`src/rtl/uart_rx_word_fifo_pkg.sv`:
```
// uart_rx_pkg: shared defaults, derived widths and the default word type for
// the UART receive word FIFO.
//
// Derived widths are exposed both as default-build localparams and as
// constant functions. Parameterised modules use the functions to size
// their own signals.
package uart_rx_pkg;

  localparam int unsigned DEF_BYTE_W         = 8;
  localparam int unsigned DEF_BYTES_PER_WORD = 4;
  localparam int unsigned DEF_DEPTH          = 16;
  localparam int unsigned DEF_TIMEOUT_CYCLES = 1024;

  // Pointer width for a power-of-two FIFO depth.
  function automatic int unsigned ptr_width(input int unsigned depth);
    return $clog2(depth);
  endfunction

  // Width of a counter that must hold the value n itself.
  function automatic int unsigned cnt_width(input int unsigned n);
    return $clog2(n) + 1;
  endfunction

  localparam int unsigned DEF_PTR_W  = ptr_width(DEF_DEPTH);
  localparam int unsigned DEF_CNT_W  = cnt_width(DEF_BYTES_PER_WORD);
  localparam int unsigned DEF_WORD_W = DEF_BYTE_W * DEF_BYTES_PER_WORD;

  typedef logic [DEF_WORD_W-1:0] word_t;

endpackage

```
`src/rtl/uart_rx_word_fifo_packer.sv`:
```
// rx_byte_packer: collects BYTES_PER_WORD received bytes little-endian into
// one word and requests a FIFO push when the word is complete.
//
// Optional feature macro: RX_TIMEOUT_FLUSH_EN. When defined, a partial word
// that sees no new byte for TIMEOUT_CYCLES cycles is pushed with its unfilled
// upper lanes zero.
//
// Ports:
//   clk, reset        clock (rising edge), asynchronous active-low reset
//   rx_valid, rx_byte byte strobe and data from the UART receiver
//   flush             synchronous clear; discards any partial word
//   partial_cnt       bytes currently held
//   push_req          combinational: a word is ready this cycle
//   push_word         combinational: the word to push
module rx_byte_packer
  import uart_rx_pkg::*;
#(
  parameter int unsigned BYTE_W         = DEF_BYTE_W,
  parameter int unsigned BYTES_PER_WORD = DEF_BYTES_PER_WORD,
  parameter int unsigned TIMEOUT_CYCLES = DEF_TIMEOUT_CYCLES
) (
  input  logic                               clk,
  input  logic                               reset,
  input  logic                               rx_valid,
  input  logic [BYTE_W-1:0]                  rx_byte,
  input  logic                               flush,
  output logic [$clog2(BYTES_PER_WORD):0]    partial_cnt,
  output logic                               push_req,
  output logic [BYTE_W*BYTES_PER_WORD-1:0]   push_word
);

  localparam int unsigned CNT_W  = cnt_width(BYTES_PER_WORD);
  localparam int unsigned WORD_W = BYTE_W * BYTES_PER_WORD;
  localparam logic [CNT_W-1:0] LAST_IDX = CNT_W'(BYTES_PER_WORD - 1);

  if (TIMEOUT_CYCLES < 1) begin : g_bad_timeout
    $error("rx_byte_packer: TIMEOUT_CYCLES must be at least 1");
  end

  // Lanes above partial_cnt are always zero: the shadow is cleared whenever a
  // word leaves, which is what gives a timed-out word its zero upper lanes.
  logic [WORD_W-1:0] shadow;
  logic              last_byte;
  logic              timeout_hit;

  always_comb begin
    last_byte = rx_valid && !flush && (partial_cnt == LAST_IDX);
    push_req  = last_byte || timeout_hit;
    push_word = shadow;
    if (rx_valid) begin
      push_word[partial_cnt*BYTE_W +: BYTE_W] = rx_byte;
    end
  end

  always_ff @(posedge clk or negedge reset) begin
    if (!reset) begin
      partial_cnt <= '0;
      shadow      <= '0;
    end else if (flush || push_req) begin
      partial_cnt <= '0;
      shadow      <= '0;
    end else if (rx_valid) begin
      shadow[partial_cnt*BYTE_W +: BYTE_W] <= rx_byte;
      partial_cnt                          <= partial_cnt + CNT_W'(1);
    end
  end

`ifdef RX_TIMEOUT_FLUSH_EN
  localparam int unsigned IDLE_W = $clog2(TIMEOUT_CYCLES + 1);

  logic [IDLE_W-1:0] idle_cnt;

  // Fires on the TIMEOUT_CYCLES-th idle cycle so the push lands on that edge.
  // A byte arriving in the same cycle wins and restarts the count.
  assign timeout_hit = (partial_cnt != '0) && !rx_valid && !flush &&
                       (idle_cnt == IDLE_W'(TIMEOUT_CYCLES - 1));

  always_ff @(posedge clk or negedge reset) begin
    if (!reset) begin
      idle_cnt <= '0;
    end else if (flush || rx_valid || timeout_hit || partial_cnt == '0) begin
      idle_cnt <= '0;
    end else begin
      idle_cnt <= idle_cnt + IDLE_W'(1);
    end
  end
`else
  assign timeout_hit = 1'b0;
`endif

endmodule

```
`src/rtl/uart_rx_word_fifo.sv`:
```
// uart_rx_word_fifo: packs UART receive bytes into words and buffers them in
// a circular FIFO read by the CPU through a show-ahead port.
//
// Optional feature macro: RX_TIMEOUT_FLUSH_EN (idle timeout pushes a partial
// word; see rx_byte_packer).
//
// Ports:
//   clk, reset    clock (rising edge), asynchronous active-low reset
//   rx_valid      one-cycle strobe qualifying rx_byte
//   rx_byte       received byte
//   rd_en         pop the head word (ignored when empty)
//   flush         synchronous clear of FIFO and packer; overrun is kept
//   clr_overrun   clears the sticky overrun flag (a same-cycle drop wins)
//   rd_data       head word, registered; holds its last value when empty
//   fifo_empty    no words stored
//   fifo_full     DEPTH words stored
//   level         words stored
//   partial_cnt   bytes held in the packer
//   overrun       sticky: a completed word was dropped because the FIFO was full
module uart_rx_word_fifo
  import uart_rx_pkg::*;
#(
  parameter int unsigned BYTE_W         = DEF_BYTE_W,
  parameter int unsigned BYTES_PER_WORD = DEF_BYTES_PER_WORD,
  parameter int unsigned DEPTH          = DEF_DEPTH,
  parameter int unsigned TIMEOUT_CYCLES = DEF_TIMEOUT_CYCLES
) (
  input  logic                               clk,
  input  logic                               reset,
  input  logic                               rx_valid,
  input  logic [BYTE_W-1:0]                  rx_byte,
  input  logic                               rd_en,
  input  logic                               flush,
  input  logic                               clr_overrun,
  output logic [BYTE_W*BYTES_PER_WORD-1:0]   rd_data,
  output logic                               fifo_empty,
  output logic                               fifo_full,
  output logic [$clog2(DEPTH):0]             level,
  output logic [$clog2(BYTES_PER_WORD):0]    partial_cnt,
  output logic                               overrun
);

  localparam int unsigned PTR_W  = ptr_width(DEPTH);
  localparam int unsigned LVL_W  = PTR_W + 1;
  localparam int unsigned WORD_W = BYTE_W * BYTES_PER_WORD;

  if (DEPTH < 2 || (DEPTH & (DEPTH - 1)) != 0) begin : g_bad_depth
    $error("uart_rx_word_fifo: DEPTH must be a power of two >= 2");
  end
  if (BYTES_PER_WORD < 1 || BYTES_PER_WORD > 8) begin : g_bad_bpw
    $error("uart_rx_word_fifo: BYTES_PER_WORD must be 1..8");
  end

  logic [WORD_W-1:0] mem [DEPTH];
  logic [PTR_W-1:0]  wr_ptr;
  logic [PTR_W-1:0]  rd_ptr;
  logic [PTR_W-1:0]  rd_ptr_nxt;
  logic [LVL_W-1:0]  level_nxt;

  logic              push_req;
  logic [WORD_W-1:0] push_word;
  logic              push_ok;
  logic              pop_ok;
  logic              drop;

  rx_byte_packer #(
    .BYTE_W         (BYTE_W),
    .BYTES_PER_WORD (BYTES_PER_WORD),
    .TIMEOUT_CYCLES (TIMEOUT_CYCLES)
  ) u_packer (
    .clk         (clk),
    .reset       (reset),
    .rx_valid    (rx_valid),
    .rx_byte     (rx_byte),
    .flush       (flush),
    .partial_cnt (partial_cnt),
    .push_req    (push_req),
    .push_word   (push_word)
  );

  assign fifo_empty = (level == '0);
  assign fifo_full  = (level == LVL_W'(DEPTH));

  // The packer never requests a push during flush, so push_ok and drop are
  // already gated by it; only the pop needs an explicit flush term.
  always_comb begin
    pop_ok     = rd_en && !fifo_empty && !flush;
    push_ok    = push_req && (!fifo_full || rd_en);
    drop       = push_req && fifo_full && !rd_en;
    rd_ptr_nxt = pop_ok ? rd_ptr + PTR_W'(1) : rd_ptr;
    level_nxt  = level;
    if (push_ok && !pop_ok) begin
      level_nxt = level + LVL_W'(1);
    end else if (pop_ok && !push_ok) begin
      level_nxt = level - LVL_W'(1);
    end
  end

  always_ff @(posedge clk) begin
    if (push_ok) begin
      mem[wr_ptr] <= push_word;
    end
  end

  // rd_data is registered from the post-edge head. When the word being
  // written this cycle becomes the head (FIFO empty, or drained by this pop)
  // it is forwarded directly, giving one-cycle write-to-read latency.
  always_ff @(posedge clk or negedge reset) begin
    if (!reset) begin
      wr_ptr  <= '0;
      rd_ptr  <= '0;
      level   <= '0;
      rd_data <= '0;
    end else if (flush) begin
      wr_ptr  <= '0;
      rd_ptr  <= '0;
      level   <= '0;
    end else begin
      if (push_ok) begin
        wr_ptr <= wr_ptr + PTR_W'(1);
      end
      rd_ptr <= rd_ptr_nxt;
      level  <= level_nxt;
      if (level_nxt != '0) begin
        rd_data <= (push_ok && wr_ptr == rd_ptr_nxt) ? push_word : mem[rd_ptr_nxt];
      end
    end
  end

  always_ff @(posedge clk or negedge reset) begin
    if (!reset) begin
      overrun <= 1'b0;
    end else if (drop) begin
      overrun <= 1'b1;
    end else if (clr_overrun) begin
      overrun <= 1'b0;
    end
  end

endmodule

```
`config.mk`:
```
export PLATFORM = sky130hd
export DESIGN_NAME = uart_rx_word_fifo
export DESIGN_NICKNAME = d
export VERILOG_FILES = /design/src/rtl/uart_rx_word_fifo_pkg.sv /design/src/rtl/uart_rx_word_fifo_packer.sv /design/src/rtl/uart_rx_word_fifo.sv
export SDC_FILE = /design/constraint.sdc
export NUM_CORES = 1
export LEC_CHECK = 0
export ABC_AREA = 1
export CAP_MARGIN = 20
export CORE_ASPECT_RATIO = 0.75
export CORE_MARGIN = 10
export CORE_UTILIZATION = 43
export DETAILED_ROUTE_END_ITERATION = 8
export DONT_BUFFER_PORTS = 1
export PLACE_DENSITY = 0.57
export SYNTH_ARGS = -nofsm -noshare
export SYNTH_HDL_FRONTEND = slang
export SYNTH_SLANG_ARGS = --single-unit
export TNS_END_PERCENT = 1
```
`constraint.sdc`:
```
create_clock -name clk -period 7.5 [get_ports clk]
set_input_delay 1.125 -clock clk [delete_from_list [all_inputs] [get_ports clk]]
set_output_delay 1.125 -clock clk [all_outputs]
set_load 0.03 [all_outputs]
```
; ---- Word-level counts from Yosys, hierarchy flattened
; Memories as Yosys holds them, arrays and structs flattened. A register that Yosys moved wholly into a read port is not among the register bits.
; Cells that the tools add are included.
[totals]
mem_count = 1
output_inout_bits = 43
ram_bits = 512
input_bits = 14
ff_bits = 49
[op_classes]
n_mux = 16
add_sub_neg = 6
n_eq_ne = 2
n_bitwise = 1
n_shift = 2
n_reduce_logical = 24
[mem_list]
columns = memory, words, word_bits, rd, rd_ports_with_merged_regs, write_ports, line_no
row1 = mem, 16, 32, 1, 1, 1, uart_rx_word_fifo.sv:54  ; logic [WORD_W-1:0] mem [DEPTH];
[op_table]
columns = op, count
row1 = 2-to-1 mux 32 bit, 2
row2 = negation 6 -> 34 bit, 1
row3 = variable shift 8 x 34 -> 32 bit (first input constant), 1
row4 = variable part select 8 x 34 -> 32 bit, 1
row5 = bitwise mux 32 bit, 1
row6 = 2-to-1 mux 4 bit, 4
row7 = 2-to-1 mux 5 bit, 3
row8 = logical AND 1 bit, 9
row9 = adder 4 x 1 -> 4 bit (second input constant), 2
row10 = logical NOT 1 bit, 7
row11 = 2-to-1 mux 3 bit, 2
row12 = nonzero test 2 bit, 3
row13 = adder 5 x 1 -> 5 bit (second input constant), 1
row14 = equality test 5 bit (second input constant), 1
row15 = logical NOT 5 bit, 1
row16 = nonzero test 5 bit, 1
row17 = subtractor 5 x 1 -> 5 bit (second input constant), 1
row18 = 2-to-1 mux 1 bit, 4
row19 = adder 3 x 1 -> 3 bit (second input constant), 1
row20 = equality test 3 x 2 -> 1 bit (second input constant), 1
row21 = logical OR 1 bit, 2
row22 = AND reduction 2 bit, 1
row23 = inverter 1 bit, 1

; ---- Longest topological paths before layout
[depth]
word_depth = 10
depth_mapped = 17
ltp_nobuf = 15

; ---- Modules after synthesis
; From an unflattened synthesis, not the netlist that was laid out.
[unflattened]
cells_unflattened = 2506
hier_area_um2 = 26615.5
[by_module_without_submodules]
columns = mod, n_inst, area_each_um2, cells_per_inst
row1 = uart_rx_word_fifo, 1, 24654.9, 2266
row2 = rx_byte_packer, 1, 1960.6, 240

; ---- Worst setup path after synthesis
; Ideal clock, no wire load.
[synth_timing]
kind = input port to flip-flop
from = input port flush
to = memory mem[11][0] in the netlist's numbering (enable)
setup_ns = 0.421
cell_stages = 7
n_path_buf = 0
t_arrival_ns = 3.211
setup_slack_ns = 3.868
required_time_ns = 7.079
cell_sequence = inv_2 > nand3_1 > inv_1 > nand2_1 > inv_1 > nand2_1 > nor2_1
[synth_between]
elab_chain_cells = 6
[synth_rtl]
columns = element, line_no
row1 = start: declaration, uart_rx_word_fifo.sv:33  ; input logic flush,
row2 = logical NOT 1 bit, uart_rx_word_fifo_packer.sv:47  ; last_byte = rx_valid && !flush && (partial_cnt == LAST_IDX);
row3 = logical AND 1 bit (2 in series), uart_rx_word_fifo_packer.sv:47
row4 = logical AND 1 bit, uart_rx_word_fifo.sv:88  ; push_ok = push_req && (!fifo_full || rd_en);
row5 = 2-to-1 mux 1 bit, uart_rx_word_fifo.sv:100  ; if (push_ok) begin
row6 = 2-to-1 mux 1 bit (not written as such), uart_rx_word_fifo.sv:101  ; mem[wr_ptr] <= push_word;
row7 = end: declaration, uart_rx_word_fifo.sv:54
; Every way passes these cells.

; ---- Final worst setup path
[layout_timing]
from = register level[0]
to = register rd_data[9] (read register of mem)
[layout_between]
elab_chain_cells = 10
[layout_rtl]
columns = element, line_no
row1 = start: declaration, uart_rx_word_fifo.sv:38  ; output logic [$clog2(DEPTH):0] level,
row2 = start signal: assignment, uart_rx_word_fifo.sv:123  ; level <= level_nxt;
row3 = equality test 5 bit, uart_rx_word_fifo.sv:82  ; assign fifo_full = (level == LVL_W'(DEPTH));
row4 = logical NOT 1 bit, uart_rx_word_fifo.sv:88
row5 = logical OR 1 bit, uart_rx_word_fifo.sv:88
row6 = logical AND 1 bit, uart_rx_word_fifo.sv:88
row7 = logical NOT 1 bit, uart_rx_word_fifo.sv:94  ; end else if (pop_ok && !push_ok) begin
row8 = logical AND 1 bit, uart_rx_word_fifo.sv:94
row9 = 2-to-1 mux 5 bit, uart_rx_word_fifo.sv:94
row10 = 2-to-1 mux 5 bit, uart_rx_word_fifo.sv:92  ; if (push_ok && !pop_ok) begin
row11 = nonzero test 5 bit, uart_rx_word_fifo.sv:124  ; if (level_nxt != '0) begin
row12 = AND reduction 2 bit (no line), --
row13 = end: declaration, uart_rx_word_fifo.sv:35  ; output logic [BYTE_W*BYTES_PER_WORD-1:0] rd_data,
; Several ways; a longest one is shown, not always the timed one.
; A chain may end at the register's enable or synchronous reset.

==> key figures <==
Run status
  • Run status: finished clean

Critical path
  • CP max FO: 90
  • RR Startpoint: level[0]
  • Reg2reg end: rd_data[9]
  • Critical Path Start Type: flop
  • Crit path from: level[0]
  • R2R setup slack: 3.11 ns
  • Worst path required time: 8.05 ns
  • Critical Path AT: 4.94 ns
  • Setup crit end: rd_data[9]
  • Setup CP Type: reg2reg
  • Type of element capturing the critical path: flop
  • Cell depth of the worst flop-to-flop path: 16

Logic synthesis
  • Synth area leaders: edfxtp_1 59%, nand2_1 12%, dfrtp_1 7.8%
  • Post-synthesis async set-or-reset flop share: 13.66%
  • Mapped Area: 25950 um2
  • Share of the synthesized area in the top cell type: 59.25%
  • Mapped Cells: 2487
  • Leading cell type by number of instances after synthesis: nand2_1
  • Ys flop type: edfxtp_1
  • Post-synth top area cell: edfxtp_1
  • Distinct cell type count after synthesis: 34
  • Seq/Total Area, Yosys: 67.06%
  • Syn Nets: 2512
  • Synth cell count leaders: 823 x nand2_1, 512 x edfxtp_1, 367 x nand3_1
  • EDFF count, synth: 512
  • Yosys reg bits: 593
  • Synth warn: 0
  • Average size of a mapped cell: between 10 and 15 um2

Clock tree
  • Resize count post-CTS: 0
  • Worst-path clk slew: 0.06 ns
  • Cts hold-fix bufs: 0
  • CTS H-Tree Depth: 2
  • Later-pin clock latency in the skew report: between 0.6 and 0.7 ns
  • CTS Buffer Depth: 3
  • Number of setup buffers added after CTS: 0
  • Cts bufs inserted: 57
  • CTS tree: yes
  • Clk root buf: clkbuf_16
  • TritonCTS Sinks: 593

Power
  • VDD IR-drop max: roughly 200 uV
  • Leakage power: 12.10 nW
  • Total Power: 9.231 mW
  • Pwr Density: between 300 and 400 nW/um2

Placement
  • HPWL after detailed placement: 36010 um
  • Inst Count DP: ~3200
  • Worst slack, placed: between 3 and 4 ns
  • Placer Congestion: 0.7805
  • IO Port Bufs: 0

Detailed routing
  • Via count: 17640
  • Post-DRT Antenna Nets: 0
  • Via density: 5.374
  • Final wirelength: between 70000 and 80000 um
  • Drt pass-1 iters: 8
  • Drt drc: 0
  • WL per Instance: 22.01 um
  • Starting DRT DRC Count: roughly 1800

Global routing
  • Grt ovf: 0
  • Largest net degree at the start of global routing: between 150 and 200
  • Vias in the first global route: 16990
  • First-pass GRT wire length: 109100 um
  • Total track usage: between 20 and 25%
  • Initial antenna violation count: 0

STA
  • Worst rel slew slack: 21.67%
  • Worst-margin pin slew: 1.175 ns
  • Final hold violation count: 0
  • Setup Viol. Count Final: 0
  • Worst setup margin: 3.107 ns
  • Tcrit/Tclk final: 58.57%
  • Fmax: between 200 and 250 MHz
  • Setup TNS: 0 ns
  • Slew Limit Fails: 0
  • RSZ-0062 raised after global routing: no
  • Post-route minimum period: around 4.4 ns
  • Clk_skew: 0.02299 ns

Layout
  • Layout net count: 2469
  • Layout cells sized above 1: 6.541%
  • Post-route insts no fill: 3283
  • Fin util: 48.32%
  • Area Overhead vs Synth: 10.51%

Floorplanning
  • Effective utilization at floorplan: 43.72%
  • Total core area: 59350 um2
  • Cell row count: between 70 and 80
  • Die W: 303.7 um
  • I/O pin cnt: 57
  • Die Ht: ~230 um
  • Die Footprint: 70670 um2

Worst hold path
  • Hold Path Class: in2async

Run
  • Max-cap violations: 0
[layout by cell type, fill, tap and decap left out, types with 5 or more instances in the layout]
cell type,count
clkinv_1,5
nor2_4,17
edfxtp_1,512
dfrtp_1,81
nand2_1,822
o21ai_0,19
clkinv_2,13
a21oi_1,6
bufinv_16,5
clkbuf_1,10
clkbuf_16,59
nand3b_1,129
nand3_1,366
buf_4,36
nor2_1,114
inv_1,219
mux2i_1,6
ha_1,11
o21a_1,11
clkbuf_8,14
[metal layers]
layer	up-vias	GRT usage [%]	wire, um
met1	8677	28.29	33070
met3	115	3.367	5327
met4	0	5.627	1608
li1	8197	-	-
met5	-	0	0
met2	653	31.84	32250
[through the flow]
stage                     hold WS [ns]  cell area [um2]
after CTS                       0.1736            28670
after global routing            0.1745            28670
after floorplan                 0.4806            25950
after global placement          0.5057            26720
final                           0.2095            28680
after detailed placement        0.5061            26720
[critical path, cell delays in order, from the launching register on]
cell,delay [ns]
dfrtp_1,0.53
inv_1,0.18
ha_1,0.28
nand3_2,0.19
nand3_4,0.09
buf_4,0.55
nand2_8,0.45
inv_4,0.44
buf_4,0.69
nand2_1,0.14
nand2_1,0.11
nand2_1,0.06
nand3_1,0.10
nand3_1,0.10
nand3_1,0.10
nand2_1,0.06
nand2_1,0.05
[worst min-delay path by stage]
stage                        startpoint  slack, ns  depth (start not counted)                  end
floorplan           u_packer.shadow[24]       0.48                          2  u_packer.shadow[24]
global placement    u_packer.shadow[30]       0.51                          2  u_packer.shadow[30]
detailed placement  u_packer.shadow[30]       0.51                          2  u_packer.shadow[30]
CTS                               reset       0.17                          0  u_packer.shadow[10]
global route                      reset       0.17                          0   u_packer.shadow[4]
finish                            reset       0.21                          0   u_packer.shadow[6]
[power by group]
part           leakage [nW]  total [mW]  internal (mW)  switching [mW]
Clock                 0.974        2.99           1.74            1.25
Combinational          5.12        2.25          0.635            1.62
Sequential             6.01        3.99           3.68           0.307
Total                  12.1        9.23           6.06            3.17
[logic make-up after synthesis]
group	Yosys count	share of synthesized area (%)
buffers and inverters	362	5.834
DFF	593	67.06
adders and majority gates	11	0.5304
xor gates and xnor gates	6	0.2025
AOI/OAI and AO/OA	43	1.017
and+or+nand+nor	1466	25.12
muxes	6	0.2315
[sequential cells by signal, indices dropped and copies added, names as in the netlist]
signal,count
mem,512
wr_ptr,4
level,5
u_packer.shadow,32
u_packer.partial_cnt,3
overrun,1
rd_ptr,4
rd_data,32
[final cells by class]
type | instances | area, um2
multi-input cells | 1532 | 7199
fillers | 5385 | 30670
well taps | 790 | 988.4
repair buffers | 37 | 290.3
inverters | 223 | 840.8
flip-flops and latches | 593 | 17400
clock inverters | 24 | 246.5
clock buffers | 83 | 1707
diodes | 1 | 2.502
Note: power is estimated with default switching activity, not from simulation.
